<file path="src/rtl/uart_rx_pkg.sv">
// UART receiver shared types: FSM state enum, baud/parity codes,
// and the rounded clock divisor helper. Imported by all rx files.
package uart_rx_pkg;

  typedef enum logic [2:0] {
    IDLE,
    START,
    DATA,
    PARITY,
    STOP
  } state_t;

  localparam logic [1:0] BAUD_2400  = 2'b00;
  localparam logic [1:0] BAUD_4800  = 2'b01;
  localparam logic [1:0] BAUD_9600  = 2'b10;
  localparam logic [1:0] BAUD_19200 = 2'b11;

  localparam logic [1:0] PAR_NONE  = 2'b00;
  localparam logic [1:0] PAR_ODD   = 2'b01;
  localparam logic [1:0] PAR_EVEN  = 2'b10;
  localparam logic [1:0] PAR_NONE3 = 2'b11;

  localparam int DIV_W = 16;

  function automatic int baud_hz(
    input logic [1:0] code
  );
    case (code)
      BAUD_2400:  return 2400;
      BAUD_4800:  return 4800;
      BAUD_9600:  return 9600;
      default:    return 19200;
    endcase
  endfunction

  // Clocks per sample tick, rounded to nearest.
  function automatic logic [DIV_W-1:0] baud_div(
    input int         clk_hz,
    input int         os,
    input logic [1:0] code
  );
    int d;
    d = baud_hz(code) * os;
    return DIV_W'((clk_hz + d / 2) / d);
  endfunction

endpackage

</file>
<file path="src/rtl/uart_rx_baud_gen.sv">
// Oversample tick generator: one-cycle tick every divisor clocks.
// Ports: clk, reset (sync, high), clear (restart count), sel, tick.
module uart_rx_baud_gen
  import uart_rx_pkg::*;
#(
  parameter int CLK_HZ     = 50_000_000,
  parameter int OVERSAMPLE = 16
) (
  input  logic       clk,
  input  logic       reset,
  input  logic       clear,
  input  logic [1:0] sel,
  output logic       tick
);

  localparam logic [DIV_W-1:0] LIM0 =
    baud_div(CLK_HZ, OVERSAMPLE, BAUD_2400) - 1'b1;
  localparam logic [DIV_W-1:0] LIM1 =
    baud_div(CLK_HZ, OVERSAMPLE, BAUD_4800) - 1'b1;
  localparam logic [DIV_W-1:0] LIM2 =
    baud_div(CLK_HZ, OVERSAMPLE, BAUD_9600) - 1'b1;
  localparam logic [DIV_W-1:0] LIM3 =
    baud_div(CLK_HZ, OVERSAMPLE, BAUD_19200) - 1'b1;

  logic [DIV_W-1:0] cnt;
  logic [DIV_W-1:0] lim;

  always_comb begin
    lim = LIM0;
    unique case (sel)
      BAUD_2400:  lim = LIM0;
      BAUD_4800:  lim = LIM1;
      BAUD_9600:  lim = LIM2;
      BAUD_19200: lim = LIM3;
      default:    lim = LIM0;
    endcase
  end

  assign tick = (cnt == lim);

  always_ff @(posedge clk) begin
    if (reset || clear) begin
      cnt <= '0;
    end else if (tick) begin
      cnt <= '0;
    end else begin
      cnt <= cnt + 1'b1;
    end
  end

endmodule

</file>
<file path="src/rtl/uart_rx_top_module.sv">
// UART receiver: 8 data bits, optional odd/even parity, 1 stop bit.
// Ports: clk, reset (sync, high), enable, baud_rate, parity_type, rx
//   in; dout, done (1-clk pulse), parity_err, frame_err, receiving out.
// Build option UART_RX_MAJORITY_EN: 2-of-3 vote over ticks 6,7,8.
module uart_rx_top_module
  import uart_rx_pkg::*;
#(
  parameter int CLK_HZ     = 50_000_000,
  parameter int OVERSAMPLE = 16
) (
  input  logic       clk,
  input  logic       reset,
  input  logic       enable,
  input  logic [1:0] baud_rate,
  input  logic [1:0] parity_type,
  input  logic       rx,
  output logic [7:0] dout,
  output logic       done,
  output logic       parity_err,
  output logic       frame_err,
  output logic       receiving
);

  localparam int TW = $clog2(OVERSAMPLE);
  localparam logic [TW-1:0] LAST = TW'(OVERSAMPLE - 1);
  localparam logic [TW-1:0] MID  = TW'(OVERSAMPLE / 2 - 1);

`ifdef UART_RX_MAJORITY_EN
  // Vote completes on the tick after mid-bit.
  localparam logic [TW-1:0] DECIDE = MID + 1'b1;
`else
  localparam logic [TW-1:0] DECIDE = MID;
`endif

  state_t state, next;

  logic          sync1, rx_s, rx_prev;
  logic          tick;
  logic [TW-1:0] tick_cnt;
  logic [2:0]    bit_cnt;
  logic [7:0]    shreg;
  logic [1:0]    baud_q, par_q;
  logic          par_bit;
  logic          par_en;
  logic          sample;
  logic          bit_val;
  logic          go;
  logic          fin;

  // Edge detect works on the synchronized line only.
  always_ff @(posedge clk) begin
    if (reset) begin
      sync1   <= 1'b1;
      rx_s    <= 1'b1;
      rx_prev <= 1'b1;
    end else begin
      sync1   <= rx;
      rx_s    <= sync1;
      rx_prev <= rx_s;
    end
  end

  uart_rx_baud_gen #(
    .CLK_HZ     (CLK_HZ),
    .OVERSAMPLE (OVERSAMPLE)
  ) u_baud (
    .clk   (clk),
    .reset (reset),
    .clear (go),
    .sel   (baud_q),
    .tick  (tick)
  );

`ifdef UART_RX_MAJORITY_EN
  localparam logic [TW-1:0] MID_LO = MID - 1'b1;

  logic s_a, s_b;

  always_ff @(posedge clk) begin
    if (reset) begin
      s_a <= 1'b1;
      s_b <= 1'b1;
    end else if (tick) begin
      if (tick_cnt == MID_LO) s_a <= rx_s;
      if (tick_cnt == MID)    s_b <= rx_s;
    end
  end

  assign bit_val = (s_a & s_b) | (s_a & rx_s) | (s_b & rx_s);
`else
  assign bit_val = rx_s;
`endif

  assign par_en = (par_q == PAR_ODD) || (par_q == PAR_EVEN);
  assign sample = tick && (tick_cnt == DECIDE);
  assign receiving = (state != IDLE);

  always_ff @(posedge clk) begin
    if (reset) begin
      state <= IDLE;
    end else begin
      state <= next;
    end
  end

  always_comb begin
    next = state;
    go   = 1'b0;
    fin  = 1'b0;
    if (!enable) begin
      next = IDLE;
    end else begin
      unique case (state)
        IDLE: begin
          if (rx_prev && !rx_s) begin
            next = START;
            go   = 1'b1;
          end
        end
        START: begin
          if (sample) next = bit_val ? IDLE : DATA;
        end
        DATA: begin
          if (sample && bit_cnt == 3'd7) begin
            next = par_en ? PARITY : STOP;
          end
        end
        PARITY: begin
          if (sample) next = STOP;
        end
        STOP: begin
          if (sample) begin
            next = IDLE;
            fin  = 1'b1;
          end
        end
        default: next = IDLE;
      endcase
    end
  end

  always_ff @(posedge clk) begin
    if (reset) begin
      tick_cnt   <= '0;
      bit_cnt    <= '0;
      shreg      <= '0;
      baud_q     <= BAUD_2400;
      par_q      <= PAR_NONE;
      par_bit    <= 1'b0;
      dout       <= 8'h00;
      done       <= 1'b0;
      parity_err <= 1'b0;
      frame_err  <= 1'b0;
    end else begin
      done <= 1'b0;
      if (go) begin
        baud_q   <= baud_rate;
        par_q    <= parity_type;
        tick_cnt <= '0;
        bit_cnt  <= '0;
      end else if (tick) begin
        tick_cnt <= (tick_cnt == LAST) ? '0 : tick_cnt + 1'b1;
      end
      if (state == DATA && sample) begin
        shreg   <= {bit_val, shreg[7:1]};
        bit_cnt <= bit_cnt + 1'b1;
      end
      if (state == PARITY && sample) begin
        par_bit <= bit_val;
      end
      if (fin) begin
        done       <= 1'b1;
        dout       <= shreg;
        frame_err  <= ~bit_val;
        // Even code wants XOR(data); odd wants its inverse.
        parity_err <= par_en &
          (par_bit ^ (^shreg) ^ (par_q == PAR_ODD));
      end
    end
  end

endmodule

</file>
<file path="config.mk">
export PLATFORM = sky130hd
export DESIGN_NAME = uart_rx_top_module
export DESIGN_NICKNAME = d
export VERILOG_FILES = /design/src/rtl/uart_rx_pkg.sv /design/src/rtl/uart_rx_baud_gen.sv /design/src/rtl/uart_rx_top_module.sv
export SDC_FILE = /design/constraint.sdc
export NUM_CORES = 1
export LEC_CHECK = 0
export CAP_MARGIN = 20
export CORE_MARGIN = 2
export CORE_UTILIZATION = 45
export CTS_CLUSTER_SIZE = 25
export DETAILED_ROUTE_END_ITERATION = 10
export PLACE_DENSITY_LB_ADDON = 0.12
export SKIP_CTS_REPAIR_TIMING = 1
export SLEW_MARGIN = 20
export SYNTH_ARGS = -nofsm -noshare
export SYNTH_HDL_FRONTEND = slang
export SYNTH_HIERARCHICAL = 1
export SYNTH_SLANG_ARGS = --single-unit
</file>
<file path="constraint.sdc">
create_clock -name clk -period 7 [get_ports clk]
set_clock_uncertainty 0.2 [all_clocks]
set_input_delay 1.75 -clock clk [delete_from_list [all_inputs] [get_ports clk]]
set_output_delay 1.75 -clock clk [all_outputs]
set_load 0.01 [all_outputs]
</file>
==> flow_summary.yaml <==
timing:
  hold_violations: 0
  finalSetupTns_ns: 0
  rsz0062_at_grt: "false"
  fin_crit_sh_pct: 55.4
  drv_slew: 0
  fmax_mhz: 258
  period_needed_ns: 3.88
  slew_headroom_pct: 53.7
  setup_viol: 0
  finalHoldWorstSlack_ns: 0.223
  max_slew.worst_pin.slew_ns: 0.689
detailed_routing:
  wl_per_cell_um: 13.6
  drc: 0
  routed_wl_um: 4980
  drt_iter0_markers: 81
  vias: 2009
  drt.antenna.violating_nets: 0
  routed_via_density: 5.47
  dr.pass1.iters: 4
global_route:
  grt_max_degree: 40
  track_usage_pct: 17.2
  grt_pass1_vias: 1804
  antenna_found_initial: 0
  grt_first_pass_wirelength_um: 8560
  overflow: 0
setup_path:
  worst-setup-path-type: "register to register"
  critPathLaunchType: "register"
  rrSetupSlack_ns: 3.12
  cp_max_fo: 14
  rr_endpoint: "parity_err"
  startpoint: "u_baud/cnt[12]"
  r2r_cells: 8
  cp_data_required_time_ns: 7.04
  reg2reg_from: "u_baud/cnt[12]"
  crit_path_end_kind: "register"
  cpPeakStageDelay_ns: 0.61
  path_common_cell: "or4_1"
  endpoint: "parity_err"
  arrival_ns: 3.92
  crit_chain: "or4_1 > a2111o_1 > nor4_4 > and2_1 > and4b_4 > nand4_4 > or4_1 > o211ai_1"
  slowest_stage: "nor4_4"
floorplan:
  placementRows: 27
  chipHeight_um: 78.9
  core-area_sq_um: 5470
  start_util_pct: 46.1
  die_w_um: 78.9
  io_pins: 20
  dieArea_sq_um: 6230
cts:
  cts_tree: "built"
  cts_buffer_depth: 2
  clkTransAtPathRegs_ns: 0.10
  root_buffer: "clkbuf_8"
  cts-htree-levels: 2
  numCtsBuffers: 5
  clock-sinks: 53
  insertion_delay_ns: 0.30
power:
  p_per_area_nw_per_um2: 178
  ir_drop_mv: 0.101
  total_leakage_power_nw: 0.977
logic_synthesis:
  synth_top_cell_area_share_pct: 42.0
  syn_area_sq_um: 2520
  synth.net_count: 297
  synth_area_leaders: "dfxtp_1, nand2_1, a21oi_1"
  yosysUniqueCellTypes: 49
  ys_ff_latch: 53
  seq_area_frac_synth_pct: 42.0
  synth_area_per_cell_sq_um: 8.89
  synthArstFlopShare_pct: 0
  synthFlopType: "dfxtp_1"
  synth-warning-count: 6
  synth_edf_count: 0
  syn_inst: 284
  synth_area_leader_cell: "dfxtp_1"
cells_and_area:
  fin_nets: 307
  layout-drive-gt1-share_pct: 6.78
  fin_cells: 367
  area_growth_pct: 11.4
  diodes: 0
job:
  drv_cap: 0
worst_hold_path:
  hold_path.class: "register to register"
place:
  io_buffers: 19
  dp_hpwl_um: 3380
  gp_congestion: 0.804
  placed_cells: 359
run_status:
  status: "complete, no violations"
==> where the power goes <==
group	internal, mW	total, mW	switching (mW)
registers	0.304	0.308	0.00428
logic	0.00946	0.0212	0.0118
clock network	0.0707	0.172	0.101
total	0.384	0.501	0.117
==> Yosys cell counts (3+ instances only) <==
master,n
a211oi_1,12
a21oi_1,22
buf_4,3
clkbuf_1,12
dfxtp_1,53
ha_1,5
inv_1,3
mux2i_1,10
nand2_1,39
nand2b_1,5
nand3_1,15
nand3b_1,3
nand4_1,4
nor2_1,22
nor3_1,7
nor3b_1,3
or2_2,5
or4_1,4
xnor2_1,11
xor2_1,8
==> critical path, delay by kind of cell, from the launching register on <==
family | cells | cell delay [ns]
simple gates | 6 | 2.69
flops | 1 | 0.35
compound gates | 2 | 0.56
==> layer usage <==
layer / vias to the layer above / global-route usage (%) / part of all wire, %
li1: 1026 / - / -
met1: 942 / 24.6 / 53
met2: 37 / 26.0 / 42
met3: 4 / 3.86 / 3.9
met4: 0 / 5.00 / 0.68
met5: - / 0 / 0
==> worst min path at each step <==
stage	from	to	slack (ns)	cells past startpoint
2_1_floorplan	sync1	bit_val	0.19	1
3_3_place_gp	sync1	bit_val	0.20	1
3_5_place_dp	sync1	bit_val	0.20	1
4_1_cts	sync1	bit_val	0.23	1
5_1_grt	sync1	bit_val	0.26	1
6_report	sync1	bit_val	0.22	1
==> area by class of cell <==
cell class	instances	area, sq um
Timing Repair Buffer	21	205
Sequential cell	53	1060
Inverter	4	27.5
Clock inverter	2	15.0
Fill cell	543	2660
Tap cell	72	90.1
Clock buffer	6	72.6
Multi-Input combinational cell	209	1340
==> cells by family (layout without fill, tap and decap cells) <==
kind of cell | after synthesis | in the layout | share of synthesized area (%)
multiplexers | 11 | 11 | 4.41
adder cells (fa/ha/maj) | 5 | 5 | 2.48
AND/OR/NAND/NOR | 124 | 124 | 26.3
AO/OA/AOI/OAI | 49 | 49 | 12.4
flip-flops | 53 | 53 | 42.0
buffers and inverters | 22 | 33 | 4.86
XOR/XNOR | 20 | 20 | 7.48
==> placed cells by master, fill, tap and decap left out, types with 3 or more instances in the layout <==
cell type,count
dfxtp_1,53
nand2_1,39
nor2_1,22
a21oi_1,22
clkdlybuf4s50_1,19
nand3_1,15
a211oi_1,12
xnor2_1,11
mux2i_1,10
xor2_1,8
nor3_1,7
or2_2,5
nand2b_1,5
ha_1,5
clkbuf_8,5
or4_1,4
nand4_1,4
inv_1,3
nor3b_1,3
nand3b_1,3
==> registers in the layout, indices dropped and copies added (netlist names) <==
| name | flops |
|---|---|
| sync1 | 1 |
| state | 3 |
| tick_cnt | 4 |
| dout | 8 |
| rx_prev | 1 |
| par_q | 2 |
| bit_val | 1 |
| baud_q | 2 |
| bit_cnt | 3 |
| parity_err | 1 |
| par_bit | 1 |
| shreg | 8 |
| frame_err | 1 |
| done | 1 |
| u_baud/cnt | 16 |
==> through the flow <==
step | area, sq um | setup slack, ns | power, mW | util [%]
floorplan | 2520 | 3.68 | 0.329 | -
CTS | 2810 | 3.13 | 0.508 | 51.4
detailed placement | 2730 | 2.85 | 0.337 | 49.8
global route | 2810 | 2.96 | 0.524 | 51.4
global placement | 2730 | 2.86 | 0.337 | 49.8
finish | 2810 | 3.12 | 0.501 | 51.4
Power figures use the tool's default switching activity.
==> RTL change 1 (same flow settings) <==
Add a define of `UART_RX_MAJORITY_EN`.
--- a/src/rtl/uart_rx_top_module.sv
+++ b/src/rtl/uart_rx_top_module.sv
@@ -3,4 +3,6 @@
 //   in; dout, done (1-clk pulse), parity_err, frame_err, receiving out.
 // Build option UART_RX_MAJORITY_EN: 2-of-3 vote over ticks 6,7,8.
+`define UART_RX_MAJORITY_EN
+
 module uart_rx_top_module
   import uart_rx_pkg::*;
Check against the original RTL: same outputs for any inputs over 10 cycles, from zero or initial values and one cycle with reset high; that may be too few to reach the edited logic, so the function may still have changed.
==> RTL change 1 against the original RTL <==
  * Critical path depth is the same
  * Clock power grew 30%
  * Area after synthesis grew 6.5%
  * Sequential cell count grew 2
  * Design area grew 7.1%
  * Worst setup slack lost 0.28 ns
  * Power grew 13%
  * Count of clock-buffer cells in the layout is the same
  * Routed wire length grew 6.6%
  * Largest power group unchanged
==> RTL change 1: results (changes against the original RTL) <==
| Metric | Value |
|---|---|
| Drt initial violations | 106 (was 81) |
| Clk root buf | clkbuf_8 (unchanged) |
| Layout cells sized above 1 | 0.0611 (was 0.0678) |
| Critical Path Slowest Stage Cell | nand4_1 (was nor4_4) |
| Syn Nets | 317 (was 297) |
| Nets | 325 (was 307) |
| Sequential share of the synthesized area | 0.409 (was 0.420) |
| P_sw | 122 uW (was 117 uW) |
| Leakage | 1.05 nW (was 0.977 nW) |
| Hold Crit Start | sync1 (unchanged) |
| Reg2reg start | u_baud/cnt[15] (was u_baud/cnt[12]) |
| Commonest cells in the netlist | 55 x dfxtp_1, 30 x nand2_1, 27 x nor2_1, 21 x a21oi_1 (was 53 x dfxtp_1, 39 x nand2_1, 22 x a21oi_1, 22 x nor2_1, 15 x nand3_1) |
| Total track usage | 0.174 (was 0.172) |
| Hold depth | 1 (unchanged) |
| Fillers | 543 (unchanged) |
| Initial antenna violation count | 0 (unchanged) |
| Pin slew with the least headroom to its limit | 0.744 ns (was 0.689 ns) |
| TritonRoute pass-1 iters | 4 (unchanged) |
| Post-DP HPWL | 3.66 mm (was 3.38 mm) |
| Crit-path max FO | 13 (was 14) |
| Top Registers | u_baud/cnt (16), dout (8), shreg (8) (unchanged) |
| Final GP Congestion | 0.769 (was 0.804) |
| Synth cell types | 52 (was 49) |
| Ys Warns | 6 (unchanged) |
| End of the worst hold path | rx_s (was bit_val) |
| Wire per inst | 13.8 um (was 13.6 um) |
| Crit path DAT | 4.21 ns (was 3.92 ns) |
| Port bufs | 19 (unchanged) |
| Run status | finished, final reports clean (unchanged) |
| First-pass GRT wire length | 8.92 mm (was 8.56 mm) |
| TritonCTS buffer count | 5 (unchanged) |
| Area contributors post-synth | dfxtp_1 41%, mux2i_1 5.2%, nand2_1 4.2% (was dfxtp_1 42%, nand2_1 5.8%, a21oi_1 4.4%) |
| Clk buf depth | 2 (unchanged) |
| Max incr delay on CP | 0.62 ns |
| CP top delay family | simple AND/OR/NAND/NOR gates (unchanged) |
| Worst hold margin | 0.223 ns (about the same) |
| VDD IR max | 72.4 uV (was 101 uV) |
| H-Tree Depth | 2 (unchanged) |
| Hold crit path type | register to register (unchanged) |
| Vias per cell | 5.41 (was 5.47) |
| R2R setup slack | 2.84 ns (was 3.12 ns) |
| Clock latency on the worst-skew pair | 0.31 ns |
| Vias in the first global route | 1909 (was 1804) |
| Clock Pin Slew Worst Setup and Hold Paths | 0.11 ns |
| Area post-placement | 0.00289 mm2 (was 0.00273 mm2) |
| Largest net degree at the start of global routing | 40 (unchanged) |
| Post-synth ARST share | 0 (unchanged) |
## RTL change 1: routing by layer
layer | vias to the layer above | part of all wire | global-route usage
li1 | 1085 | - | -
met1 | 971 | 0.51 | 0.235
met5 | - | 0 | 0
met3 | 6 | 0.023 | 0.0344
met2 | 25 | 0.45 | 0.273
met4 | 0 | 0.012 | 0.0644
## RTL change 1: worst max-delay path by stage
| stage | from | to | slack (ns) |
|---|---|---|---|
| 2_1_floorplan | enable | u_baud/cnt[14] | 3.78 |
| 3_3_place_gp | u_baud/cnt[15] | parity_err | 2.93 |
| 3_5_place_dp | u_baud/cnt[15] | parity_err | 2.87 |
| 4_1_cts | u_baud/cnt[15] | parity_err | 2.85 |
| 5_1_grt | u_baud/cnt[15] | parity_err | 2.63 |
| 6_report | u_baud/cnt[15] | parity_err | 2.84 |
## RTL change 1: area by class of cell
type / count / area, um2 / share of cell area
flip-flops and latches: 55 / 1100 / 0.366
well taps: 75 / 93.8 / 0.0312
repair buffers: 20 / 198 / 0.0656
inverters: 7 / 26.3 / 0.00872
multi-input cells: 221 / 1470 / 0.489
clock inverters: 2 / 38.8 / 0.0129
clock buffers: 6 / 82.6 / 0.0274
## RTL change 1: logic make-up after synthesis
logic type | synth area share
compound gates | 0.142
xor+xnor | 0.0805
fa+ha+maj | 0.0363
buf+inv | 0.0433
flops | 0.409
mux | 0.0563
simple gates | 0.232
## RTL change 1: stage by stage
step           instances   util  setup slack, ns
4_1_cts              386  0.515             2.85
6_report             386  0.515             2.84
3_5_place_dp         378  0.494             2.87
5_1_grt              386  0.515             2.63
3_3_place_gp         378  0.494             2.93
2_1_floorplan        302      -             3.78
## RTL change 1: power by group through the flow
stage	Clock, mW	Combinational [mW]	Sequential [mW]
6_report	0.224	0.0215	0.320
5_1_grt	0.243	0.0238	0.320
4_1_cts	0.231	0.0217	0.320
3_5_place_dp	0	0.0216	0.327
3_3_place_gp	0	0.0215	0.327
2_1_floorplan	0	0.0158	0.325
==> RTL change 2 (same settings) <==
Without the edit above. Register the output `dout` once more; this adds one clock of latency there. The other outputs are not delayed to match.
--- a/src/rtl/uart_rx_top_module.sv
+++ b/src/rtl/uart_rx_top_module.sv
@@ -25,4 +25,6 @@
   localparam logic [TW-1:0] LAST = TW'(OVERSAMPLE - 1);
   localparam logic [TW-1:0] MID  = TW'(OVERSAMPLE / 2 - 1);
+
+  logic [7:0] dout_s0;
 
 `ifdef UART_RX_MAJORITY_EN
@@ -148,5 +150,5 @@
       par_q      <= PAR_NONE;
       par_bit    <= 1'b0;
-      dout       <= 8'h00;
+      dout_s0    <= 8'h00;
       done       <= 1'b0;
       parity_err <= 1'b0;
@@ -171,5 +173,5 @@
       if (fin) begin
         done       <= 1'b1;
-        dout       <= shreg;
+        dout_s0    <= shreg;
         frame_err  <= ~bit_val;
         // Even code wants XOR(data); odd wants its inverse.
@@ -180,4 +182,8 @@
   end
 
+  always_ff @(posedge clk) begin
+    dout <= dout_s0;
+  end
+
 endmodule
 
Behaviour: no difference found for any inputs over 10 cycles, from zero or initial values and one cycle with reset high; that may be too few to reach the edited logic, so the function may still have changed.
==> RTL change 2 against the original RTL <==
  * Power increased by 36%
  * Sequential share of layout area increased by 2.2 points
  * Routed wire length increased by 7.4%
  * Maximum frequency decreased by 8.8%
  * Count of clock-buffer cells in the layout increased by 7
  * Core utilization increased by 3.2 points
  * Worst setup slack got worse by 0.38 ns
  * Design area increased by 8.9%
  * First-iteration DRC count increased by 33%
  * Area after synthesis increased by 4.9%
  * Synthesized cell count increased by 3.2%
  * Non-clock buffer count unchanged
  * Sequential cell count increased by 8
  * Largest cell class unchanged
==> RTL change 2: results (changes against the original RTL) <==
| Metric | Value |
|---|---|
| Area contributors post-synth | dfxtp_1 46%, nand2_1 5.4%, a21oi_1 4.2% (was dfxtp_1 42%, nand2_1 5.8%, a21oi_1 4.4%) |
| Post-synthesis xor/xnor area fraction | 0.0713 (was 0.0748) |
| Inserted Diodes | 0 (unchanged) |
| Critical Path Slowest Stage Cell | or4_1 (was nor4_4) |
| Synth Area in Compound Gates | 0.123 (was 0.124) |
| First-pass GRT wire length | 8.87 mm (was 8.56 mm) |
| Crit path DAT | 4.31 ns (was 3.92 ns) |
| R2R setup slack | 2.74 ns (was 3.12 ns) |
| Commonest cells in the netlist | 61 x dfxtp_1, 38 x nand2_1, 22 x a21oi_1, 21 x nor2_1, 15 x clkbuf_1 (was 53 x dfxtp_1, 39 x nand2_1, 22 x a21oi_1, 22 x nor2_1, 15 x nand3_1) |
| Drt initial violations | 108 (was 81) |
| Sequential share of the synthesized area | 0.461 (was 0.420) |
| Clk root buf | clkbuf_8 (unchanged) |
| Clock Pin Slew Worst Setup and Hold Paths | 0.06 ns (was 0.10 ns) |
| Layout cells sized above 1 | 0.0801 (was 0.0678) |
| Max incr delay on CP | 0.81 ns (was 0.61 ns) |
| Vias in the first global route | 1917 (was 1804) |
| Hold depth | 0 (was 1) |
| Post-synth ARST share | 0 (unchanged) |
| Worst hold margin | 0.154 ns (was 0.223 ns) |
| Clk buf depth | 2 (unchanged) |
| TritonRoute pass-1 iters | 4 (unchanged) |
| Post-DP HPWL | 3.57 mm (was 3.38 mm) |
| VDD IR max | 123 uV (was 101 uV) |
| Run status | finished, final reports clean (unchanged) |
| Synth Area in Adders | 0.0236 (was 0.0248) |
| Leakage | 1.12 nW (was 0.977 nW) |
| TritonCTS buffer count | 9 (was 5) |
| Reg2reg path depth | 8 (unchanged) |
| Synth cell types | 48 (was 49) |
| DRT Wirelength | 5.35 mm (was 4.98 mm) |
| Syn Nets | 306 (was 297) |
| Initial antenna violation count | 0 (unchanged) |
| Ys Warns | 6 (unchanged) |
| Crit-path max FO | 14 (unchanged) |
| Total track usage | 0.177 (was 0.172) |
| Clock latency on the worst-skew pair | 0.33 ns (was 0.30 ns) |
| Nets | 320 (was 307) |
| Final GP Congestion | 0.809 (was 0.804) |
| Largest net degree at the start of global routing | 40 (unchanged) |
| Vias per cell | 5.43 (was 5.47) |
| H-Tree Depth | 3 (was 2) |
| Pin slew with the least headroom to its limit | 0.663 ns (was 0.689 ns) |
| Mux cell area share after synthesis | 0.0420 (was 0.0441) |
| Port bufs | 19 (unchanged) |
| Top_reg_cell synth | dfxtp_1 (unchanged) |
## RTL change 2: through the flow
step	setup slack, ns	util	area [um2]	cells
after floorplan	3.50	-	2650	293
after global placement	2.85	0.511	2870	368
after detailed placement	2.78	0.511	2870	368
after CTS	2.77	0.546	3060	384
after global routing	2.62	0.546	3060	384
final	2.74	0.546	3060	384
## RTL change 2: path summary, 6_finish.rpt
kind	from	end
setup / recovery	u_baud/cnt[12]	parity_err
hold / removal	dout_s0[6]	dout[6]
setup reg to reg	u_baud/cnt[12]	parity_err
hold reg to reg	dout_s0[6]	dout[6]
## RTL change 2: per-layer routing
layer | track usage | share of wire | up-vias
li1 | - | - | 1058
met1 | 0.227 | 0.49 | 988
met2 | 0.282 | 0.47 | 29
met3 | 0.0506 | 0.026 | 9
met4 | 0.0661 | 0.016 | 0
met5 | 0 | 0 | -
## RTL change 2: worst max-delay path, delay by kind of cell, from the launching register on
family             cells  cell delay (ns)
and+or+nand+nor        6             3.12
DFF                    1             0.34
AOI/OAI and AO/OA      2             0.53
## RTL change 2: cell families (layout without fill, tap and decap cells)
logic type               Yosys count  in the layout
AO/OA/AOI/OAI                     51             51
XOR/XNOR                          20             20
adder cells (fa/ha/maj)            5              5
buffers and inverters             24             43
flip-flops                        61             61
multiplexers                      11             11
AND/OR/NAND/NOR                  121            121
## RTL change 2: where the power goes
group	switching, mW	total, mW	internal [mW]
clock	0.132	0.306	0.175
sequential	0.00427	0.354	0.350
combinational	0.0114	0.0205	0.00908
total	0.147	0.681	0.534
## RTL change 2: final cells by class
class | count | area, um2
clock buffers | 13 | 149
clock inverters | 3 | 45.0
fillers | 523 | 2550
inverters | 6 | 22.5
multi-input cells | 208 | 1330
flip-flops and latches | 61 | 1220
well taps | 72 | 90.1
repair buffers | 21 | 205
